## src/rtl/ppu_lcd_timing_pkg.sv

```systemverilog
// ppu_lcd_timing_pkg: MMIO register addresses, PPU mode encoding and STAT bit positions
package ppu_lcd_timing_pkg;
  localparam logic [15:0] A_LCDC = 16'hFF40;
  localparam logic [15:0] A_STAT = 16'hFF41;
  localparam logic [15:0] A_SCY  = 16'hFF42;
  localparam logic [15:0] A_SCX  = 16'hFF43;
  localparam logic [15:0] A_LY   = 16'hFF44;
  localparam logic [15:0] A_LYC  = 16'hFF45;
  localparam logic [15:0] A_BGP  = 16'hFF47;
  localparam logic [15:0] A_OBP0 = 16'hFF48;
  localparam logic [15:0] A_OBP1 = 16'hFF49;
  localparam logic [15:0] A_WY   = 16'hFF4A;
  localparam logic [15:0] A_WX   = 16'hFF4B;
  typedef enum logic [1:0] {HBLANK = 2'd0, VBLANK = 2'd1, OAM = 2'd2, DRAW = 2'd3} ppu_mode_e;
  localparam int STAT_LYC_IE = 6;
  localparam int STAT_OAM_IE = 5;
  localparam int STAT_VBL_IE = 4;
  localparam int STAT_HBL_IE = 3;
  localparam int STAT_COINC  = 2;
endpackage

```

## src/rtl/ppu_lcd_timing_if.sv

```systemverilog
// ppu_lcd_timing_if: CPU MMIO bus into the LCD register bank
// ADDR/WR/RD/MMIO_DATA_out driven by the CPU side, MMIO_DATA_in returned by the PPU
interface ppu_lcd_timing_if;
  logic [15:0] ADDR;
  logic        WR;
  logic        RD;
  logic [7:0]  MMIO_DATA_out;
  logic [7:0]  MMIO_DATA_in;
  modport master (output ADDR, WR, RD, MMIO_DATA_out, input MMIO_DATA_in);
  modport slave (input ADDR, WR, RD, MMIO_DATA_out, output MMIO_DATA_in);
endinterface

```

## src/rtl/ppu_lcd_timing_mmio_regs.sv

```systemverilog
// ppu_lcd_timing_mmio_regs: LCD register bank with write decode and registered read mux
// in: clk, rst, bus (MMIO slave), ly/mode/coinc for the read-only fields
// out: lcdc, stat_ie (STAT[6:3]), scy, scx, lyc, bgp, obp0, obp1, wy, wx
module ppu_lcd_timing_mmio_regs
  import ppu_lcd_timing_pkg::*;
#(
  parameter logic [7:0] LCDC_RST = 8'h00
) (
  input  logic             clk,
  input  logic             rst,
  ppu_lcd_timing_if.slave  bus,
  input  logic [7:0]       ly,
  input  logic [1:0]       mode,
  input  logic             coinc,
  output logic [7:0]       lcdc,
  output logic [3:0]       stat_ie,
  output logic [7:0]       scy,
  output logic [7:0]       scx,
  output logic [7:0]       lyc,
  output logic [7:0]       bgp,
  output logic [7:0]       obp0,
  output logic [7:0]       obp1,
  output logic [7:0]       wy,
  output logic [7:0]       wx
);
  logic [7:0] stat_rd, rd_mux, rdata;
  always_comb begin
    stat_rd = 8'h80;
    stat_rd[STAT_LYC_IE:STAT_HBL_IE] = stat_ie;
    stat_rd[STAT_COINC] = coinc;
    stat_rd[1:0] = mode;
    case (bus.ADDR)
      A_LCDC:  rd_mux = lcdc;
      A_STAT:  rd_mux = stat_rd;
      A_SCY:   rd_mux = scy;
      A_SCX:   rd_mux = scx;
      A_LY:    rd_mux = ly;
      A_LYC:   rd_mux = lyc;
      A_BGP:   rd_mux = bgp;
      A_OBP0:  rd_mux = obp0;
      A_OBP1:  rd_mux = obp1;
      A_WY:    rd_mux = wy;
      A_WX:    rd_mux = wx;
      default: rd_mux = 8'h00;
    endcase
  end
  always_ff @(posedge clk)
    if (rst) begin
      lcdc    <= LCDC_RST;
      stat_ie <= '0;
      scy     <= '0;
      scx     <= '0;
      lyc     <= '0;
      bgp     <= 8'hFC;
      obp0    <= '0;
      obp1    <= '0;
      wy      <= '0;
      wx      <= '0;
      rdata   <= '0;
    end else begin
      if (bus.RD) rdata <= rd_mux;
      if (bus.WR)
        case (bus.ADDR)
          A_LCDC:  lcdc    <= bus.MMIO_DATA_out;
          A_STAT:  stat_ie <= bus.MMIO_DATA_out[STAT_LYC_IE:STAT_HBL_IE];
          A_SCY:   scy     <= bus.MMIO_DATA_out;
          A_SCX:   scx     <= bus.MMIO_DATA_out;
          A_LYC:   lyc     <= bus.MMIO_DATA_out;
          A_BGP:   bgp     <= bus.MMIO_DATA_out;
          A_OBP0:  obp0    <= bus.MMIO_DATA_out;
          A_OBP1:  obp1    <= bus.MMIO_DATA_out;
          A_WY:    wy      <= bus.MMIO_DATA_out;
          A_WX:    wx      <= bus.MMIO_DATA_out;
          default: ;
        endcase
    end
  assign bus.MMIO_DATA_in = rdata;
endmodule

```

## src/rtl/ppu_lcd_timing.sv

```systemverilog
// ppu_lcd_timing: LCD dot/line timing, PPU mode sequencing, LY/LYC coincidence and STAT/V-blank interrupts
// in: clk, rst, bus (MMIO slave), draw_done (fetcher end of mode 3)
// out: IRQ_V_BLANK, IRQ_LCDC (one-cycle pulses), PPU_MODE, LY_out, DOT_out, *_q register values
module ppu_lcd_timing
  import ppu_lcd_timing_pkg::*;
#(
  parameter int         H_DOTS        = 456,
  parameter int         V_LINES       = 154,
  parameter int         V_ACTIVE      = 144,
  parameter int         OAM_DOTS      = 80,
  parameter int         MAX_DRAW_DOTS = 289,
  parameter logic [7:0] LCDC_RST      = 8'h00
) (
  input  logic                      clk,
  input  logic                      rst,
  ppu_lcd_timing_if.slave           bus,
  input  logic                      draw_done,
  output logic                      IRQ_V_BLANK,
  output logic                      IRQ_LCDC,
  output logic [1:0]                PPU_MODE,
  output logic [7:0]                LY_out,
  output logic [$clog2(H_DOTS)-1:0] DOT_out,
  output logic [7:0]                LCDC_q,
  output logic [7:0]                SCY_q,
  output logic [7:0]                SCX_q,
  output logic [7:0]                WY_q,
  output logic [7:0]                WX_q,
  output logic [7:0]                BGP_q,
  output logic [7:0]                OBP0_q,
  output logic [7:0]                OBP1_q
);
  localparam int DW = $clog2(H_DOTS);
  localparam logic [1:0] M_HB = HBLANK, M_VB = VBLANK, M_OAM = OAM, M_DR = DRAW;
  logic [3:0] stat_ie;
  logic [7:0] lyc, line_n;
  logic [DW-1:0] dot_n;
  logic [1:0] mode_n;
  logic en_nxt, dot_wrap, coinc, s_line, s_q;
  ppu_lcd_timing_mmio_regs #(.LCDC_RST(LCDC_RST)) u_regs (
    .clk(clk), .rst(rst), .bus(bus), .ly(LY_out), .mode(PPU_MODE), .coinc(coinc),
    .lcdc(LCDC_q), .stat_ie(stat_ie), .scy(SCY_q), .scx(SCX_q), .lyc(lyc),
    .bgp(BGP_q), .obp0(OBP0_q), .obp1(OBP1_q), .wy(WY_q), .wx(WX_q)
  );
  // en_nxt looks at an LCDC write in flight so the counters switch on the same edge LCDC_q does
  always_comb begin
    en_nxt = (bus.WR && bus.ADDR == A_LCDC) ? bus.MMIO_DATA_out[7] : LCDC_q[7];
    dot_wrap = DOT_out == DW'(H_DOTS - 1);
    dot_n = dot_wrap ? '0 : DOT_out + DW'(1);
    line_n = !dot_wrap ? LY_out : LY_out == 8'(V_LINES - 1) ? '0 : LY_out + 8'd1;
    mode_n = line_n >= 8'(V_ACTIVE) ? M_VB :
             dot_n < DW'(OAM_DOTS) ? M_OAM :
             (dot_n == DW'(OAM_DOTS) || (PPU_MODE == M_DR && !draw_done && dot_n < DW'(OAM_DOTS + MAX_DRAW_DOTS))) ? M_DR : M_HB;
    coinc = LY_out == lyc;
    s_line = LCDC_q[7] && ((stat_ie[STAT_LYC_IE-STAT_HBL_IE] && coinc) ||
                           (stat_ie[STAT_OAM_IE-STAT_HBL_IE] && PPU_MODE == M_OAM) ||
                           (stat_ie[STAT_VBL_IE-STAT_HBL_IE] && PPU_MODE == M_VB) ||
                           (stat_ie[0] && PPU_MODE == M_HB));
  end
  always_ff @(posedge clk)
    if (rst || !en_nxt) begin
      DOT_out  <= '0;
      LY_out   <= '0;
      PPU_MODE <= M_HB;
    end else if (!LCDC_q[7]) begin
      DOT_out  <= '0;
      LY_out   <= '0;
      PPU_MODE <= M_OAM;
    end else begin
      DOT_out  <= dot_n;
      LY_out   <= line_n;
      PPU_MODE <= mode_n;
    end
  // s_q remembers the STAT line so only its rising edge interrupts
  always_ff @(posedge clk)
    if (rst) begin
      s_q         <= 1'b0;
      IRQ_LCDC    <= 1'b0;
      IRQ_V_BLANK <= 1'b0;
    end else begin
      s_q         <= s_line;
      IRQ_LCDC    <= s_line && !s_q;
      IRQ_V_BLANK <= LCDC_q[7] && LY_out == 8'(V_ACTIVE) && DOT_out == '0;
    end
endmodule

```

## src/flat_wrapper.sv

```systemverilog
// flat-port wrapper written by rule: the top's interface ports become plain ports
module ppu_lcd_timing_flat import ppu_lcd_timing_pkg::*;
#(
  parameter int         H_DOTS        = 456,
  parameter int         V_LINES       = 154,
  parameter int         V_ACTIVE      = 144,
  parameter int         OAM_DOTS      = 80,
  parameter int         MAX_DRAW_DOTS = 289,
  parameter logic [7:0] LCDC_RST      = 8'h00
)
  (clk, rst, draw_done, IRQ_V_BLANK, IRQ_LCDC, PPU_MODE, LY_out, DOT_out, LCDC_q, SCY_q, SCX_q, WY_q, WX_q, BGP_q, OBP0_q, OBP1_q, bus_ADDR, bus_WR, bus_RD, bus_MMIO_DATA_out, bus_MMIO_DATA_in);
  ppu_lcd_timing_if bus_i ();
  input  logic clk;
  input  logic rst;
  input  logic draw_done;
  output logic IRQ_V_BLANK;
  output logic IRQ_LCDC;
  output logic [1:0] PPU_MODE;
  output logic [7:0] LY_out;
  output logic [$clog2(H_DOTS)-1:0] DOT_out;
  output logic [7:0] LCDC_q;
  output logic [7:0] SCY_q;
  output logic [7:0] SCX_q;
  output logic [7:0] WY_q;
  output logic [7:0] WX_q;
  output logic [7:0] BGP_q;
  output logic [7:0] OBP0_q;
  output logic [7:0] OBP1_q;
  input wire logic [$bits(bus_i.ADDR)-1:0] bus_ADDR;
  input wire logic [$bits(bus_i.WR)-1:0] bus_WR;
  input wire logic [$bits(bus_i.RD)-1:0] bus_RD;
  input wire logic [$bits(bus_i.MMIO_DATA_out)-1:0] bus_MMIO_DATA_out;
  output wire logic [$bits(bus_i.MMIO_DATA_in)-1:0] bus_MMIO_DATA_in;
  assign bus_i.ADDR = bus_ADDR;
  assign bus_i.WR = bus_WR;
  assign bus_i.RD = bus_RD;
  assign bus_i.MMIO_DATA_out = bus_MMIO_DATA_out;
  assign bus_MMIO_DATA_in = bus_i.MMIO_DATA_in;
  ppu_lcd_timing #(.H_DOTS(H_DOTS), .V_LINES(V_LINES), .V_ACTIVE(V_ACTIVE), .OAM_DOTS(OAM_DOTS), .MAX_DRAW_DOTS(MAX_DRAW_DOTS), .LCDC_RST(LCDC_RST)) u_core (.clk(clk), .rst(rst), .bus(bus_i), .draw_done(draw_done), .IRQ_V_BLANK(IRQ_V_BLANK), .IRQ_LCDC(IRQ_LCDC), .PPU_MODE(PPU_MODE), .LY_out(LY_out), .DOT_out(DOT_out), .LCDC_q(LCDC_q), .SCY_q(SCY_q), .SCX_q(SCX_q), .WY_q(WY_q), .WX_q(WX_q), .BGP_q(BGP_q), .OBP0_q(OBP0_q), .OBP1_q(OBP1_q));
endmodule
```

## config.mk

```make
export PLATFORM = sky130hd
export DESIGN_NAME = ppu_lcd_timing_flat
export DESIGN_NICKNAME = d
export VERILOG_FILES = /design/src/rtl/ppu_lcd_timing_pkg.sv /design/src/rtl/ppu_lcd_timing_if.sv /design/src/rtl/ppu_lcd_timing_mmio_regs.sv /design/src/rtl/ppu_lcd_timing.sv /design/src/flat_wrapper.sv
export SDC_FILE = /design/constraint.sdc
export NUM_CORES = 1
export LEC_CHECK = 0
export CORE_UTILIZATION = 30
export CTS_CLUSTER_SIZE = 20
export DETAILED_ROUTE_END_ITERATION = 16
export GPL_TIMING_DRIVEN = 0
export SYNTH_ARGS = -nofsm -noshare
export SYNTH_HDL_FRONTEND = slang
export SYNTH_SLANG_ARGS = --single-unit
```

## constraint.sdc

```tcl
create_clock -name clk -period 2.5 [get_ports clk]
set_input_delay 0.625 -clock clk [delete_from_list [all_inputs] [get_ports clk]]
set_output_delay 0.625 -clock clk [all_outputs]
set_load 0.05 [all_outputs]
```

==> results.json <==
{
  "grt_usage": 0.227,
  "max_slew_margin": 0.420,
  "ys_ff_latch": 106,
  "layout-drive-gt1-share": 0.138,
  "syn_area_sq_um": 5270,
  "fin_nets": 854,
  "antenna_found_initial": 0,
  "routed_wl_mm": 20.7,
  "fin_crit_ns": 2.46,
  "drv_slew": 0,
  "crit_required_ns": 2.78,
  "gp_congestion": 0.957,
  "rsz0062_at_grt": "yes",
  "post_dp_cell_area_sq_um": 6680,
  "tightest_slew_ns": 0.870,
  "io_buffers": 113,
  "clock_skew_ns": 0.0159,
  "wl_per_cell_microns": 19.7,
  "first_pass_iters": 5,
  "syn_inst": 668,
  "drc_errors": 0,
  "cts_buffers": 9,
  "num_antenna_cells": 0,
  "powerDensity_nw_per_um2": 457,
  "syn-num-nets": 702,
  "final_util": 0.431,
  "hold_ws_ns": 0.384,
  "outcome": "complete, no violations",
  "die_w_microns": 135,
  "grt_pass1_vias": 5159,
  "cts_hold_buffers": 0,
  "core_sq_um": 17200,
  "cts.htree.levels": 3,
  "placed_cells": 1006,
  "synth_edf_count": 0,
  "ioPinCount": 122,
  "grt_pass1_wl_mm": 30.6,
  "n_fill_cell": 1720,
  "worstPathCellList": "dlygate4sd2_1 > or4b_4 > nor3_4 > buf_6 > nand2_2 > or3_4 > and4_1 > a221oi_2",
  "hold_viol": 0,
  "critPathBufInv": 2,
  "yosysSeqAreaShare": 0.403,
  "max_stage_delay_ns": 0.60,
  "cts_tree": "done",
  "cts_buffer_depth": 2,
  "ant_nets": 0,
  "clkTransAtPathRegs_ns": 0.08,
  "crit_family": "simple AND/OR/NAND/NOR gates",
  "hp-class": "flip-flop to flip-flop",
  "chipHeight_microns": 135,
  "layout_commonest_cell": "nand2_1",
  "period_share": 0.985,
  "clk_latency_ns": 0.37,
  "worst_ir_drop_vdd_mv": 0.331,
  "ys_types": 61,
  "cp_slowest_cell": "or4b_4",
  "worstSetupPathType": "input port to flip-flop",
  "design_area_sq_um": 7440,
  "worstPathMaxFanout": 5,
  "dieArea_sq_um": 18100,
  "p_total_w": 0.00340,
  "grt_max_degree": 20,
  "via_count": 5786,
  "overflow": 0,
  "async_flop_share": 0,
  "synth-main-ff-cell": "dfxtp_1",
  "ff2ff_path_depth": 8,
  "ys_warn_count": 0,
  "fmax_ghz": 0.406,
  "final_cell_mix": "166 x nand2_1, 106 x dfxtp_1, 105 x clkdlybuf4s50_1",
  "syn_area_per_cell_sq_um": 7.89,
  "cts_sinks": 106,
  "crit_path_end_kind": "flip-flop",
  "vias_per_cell": 5.51,
  "setup_viol": 0,
  "synthToLayoutAreaGrowth_pct": 41.1,
  "arrival_ns": 2.75,
  "maxCapViolCount": 0,
  "regMostFlops": "u_core.DOT_out",
  "dp_hpwl_mm": 14.7,
  "initial_utilization": 0.306,
  "largest_register_ffs": 9,
  "stdcell_count": 1050,
  "drt_iter0_drc": 708,
  "fp-row-count": 48,
  "path_depth": 8,
  "start_kind": "input port",
  "p_leak_nw": 2.47,
  "clockRootBuffer": "clkbuf_16",
  "worstHoldPathCells": 1
}
[layer usage]
metal / wire (microns) / vias to the layer above / global-route usage
met5: 0 / - / 0
met3: 1840 / 43 / 0.0462
met2: 9010 / 310 / 0.331
met4: 520 / 0 / 0.0811
met1: 9360 / 2764 / 0.327
li1: - / 2669 / -
[logic make-up after synthesis]
logic type / count (synthesis) / synth area share
mux: 6 / 0.0114
flops: 106 / 0.403
xor+xnor: 19 / 0.0316
buf+inv: 68 / 0.0586
compound gates: 155 / 0.195
simple gates: 309 / 0.289
fa+ha+maj: 5 / 0.0119
[report_power, final]
group          switching, W  leakage (nW)  total [W]  internal [W]
Combinational      0.000121          1.47   0.000176     0.0000550
Sequential     0.0000000137         0.853    0.00169       0.00169
Clock              0.000729         0.153    0.00153      0.000806
Total              0.000850          2.47    0.00340       0.00255
[synthesized netlist by cell type (4+ instances only)]
cell | n | area (sq um)
and3_1 | 16 | 100
nand4_1 | 13 | 81.3
a31oi_1 | 6 | 37.5
o21ai_0 | 4 | 20.0
clkbuf_1 | 32 | 120
a22oi_1 | 12 | 90.1
nor3_1 | 8 | 40.0
buf_2 | 15 | 75.1
a222oi_1 | 4 | 40.0
xnor2_1 | 15 | 131
xor2_1 | 4 | 35.0
inv_1 | 13 | 48.8
o211ai_1 | 4 | 30.0
a221oi_1 | 9 | 78.8
nand3_1 | 24 | 120
mux2i_1 | 6 | 60.1
nand3b_1 | 7 | 52.6
dfxtp_1 | 106 | 2120
buf_4 | 5 | 37.5
or3_1 | 4 | 25.0
ha_1 | 5 | 62.6
nor2b_1 | 9 | 56.3
a21oi_1 | 79 | 395
a221oi_2 | 4 | 60.1
nor2_1 | 25 | 93.8
nand2_1 | 168 | 631
and2_1 | 10 | 62.6
nor4_1 | 4 | 25.0
[through the flow]
step                setup WS (ns)  TNS [ns]
global placement            -1.06    -63.49
global route              -0.0543   -0.0713
CTS                        0.0161         0
finish                     0.0367         0
floorplan                 0.00362         0
detailed placement          -1.01    -64.32
[layout make-up]
type                            count  area [sq um]  area share
Multi-Input combinational cell    494          3010       0.405
Sequential cell                   106          2120       0.285
Timing Repair Buffer              145          1380       0.186
Buffer                             51           284      0.0382
Tap cell                          225           282      0.0379
Clock buffer                       10           229      0.0308
Clock inverter                      6          81.3      0.0109
Inverter                           13          48.8     0.00656
[worst reg2reg max path, delay by kind of cell, from the launching register on]
| family | cells | cell delay, ns |
|---|---|---|
| flip-flops | 1 | 0.48 |
| AND/OR/NAND/NOR | 3 | 0.72 |
| adder cells (fa/ha/maj) | 1 | 0.37 |
| buffers and inverters | 1 | 0.18 |
| AO/OA/AOI/OAI | 3 | 0.47 |
[path summary, 6_finish.rpt]
| kind | from | slack [ns] | end |
|---|---|---|---|
| max | bus_ADDR[4] | 0.04 | u_core.u_regs.bus.MMIO_DATA_in[4] |
| min | u_core.s_q | 0.38 | u_core.IRQ_LCDC |
| max reg2reg | u_core.DOT_out[0] | 0.15 | u_core.PPU_MODE[0] |
| min reg2reg | u_core.s_q | 0.38 | u_core.IRQ_LCDC |
[what timing repair did]
item,CTS,global route
endpoints found under the setup margin,103,60
gates resized for setup,46,21
pin swaps,20,13
setup buffers,24,7
cloned,1,0
Power figures use the tool's default switching activity.
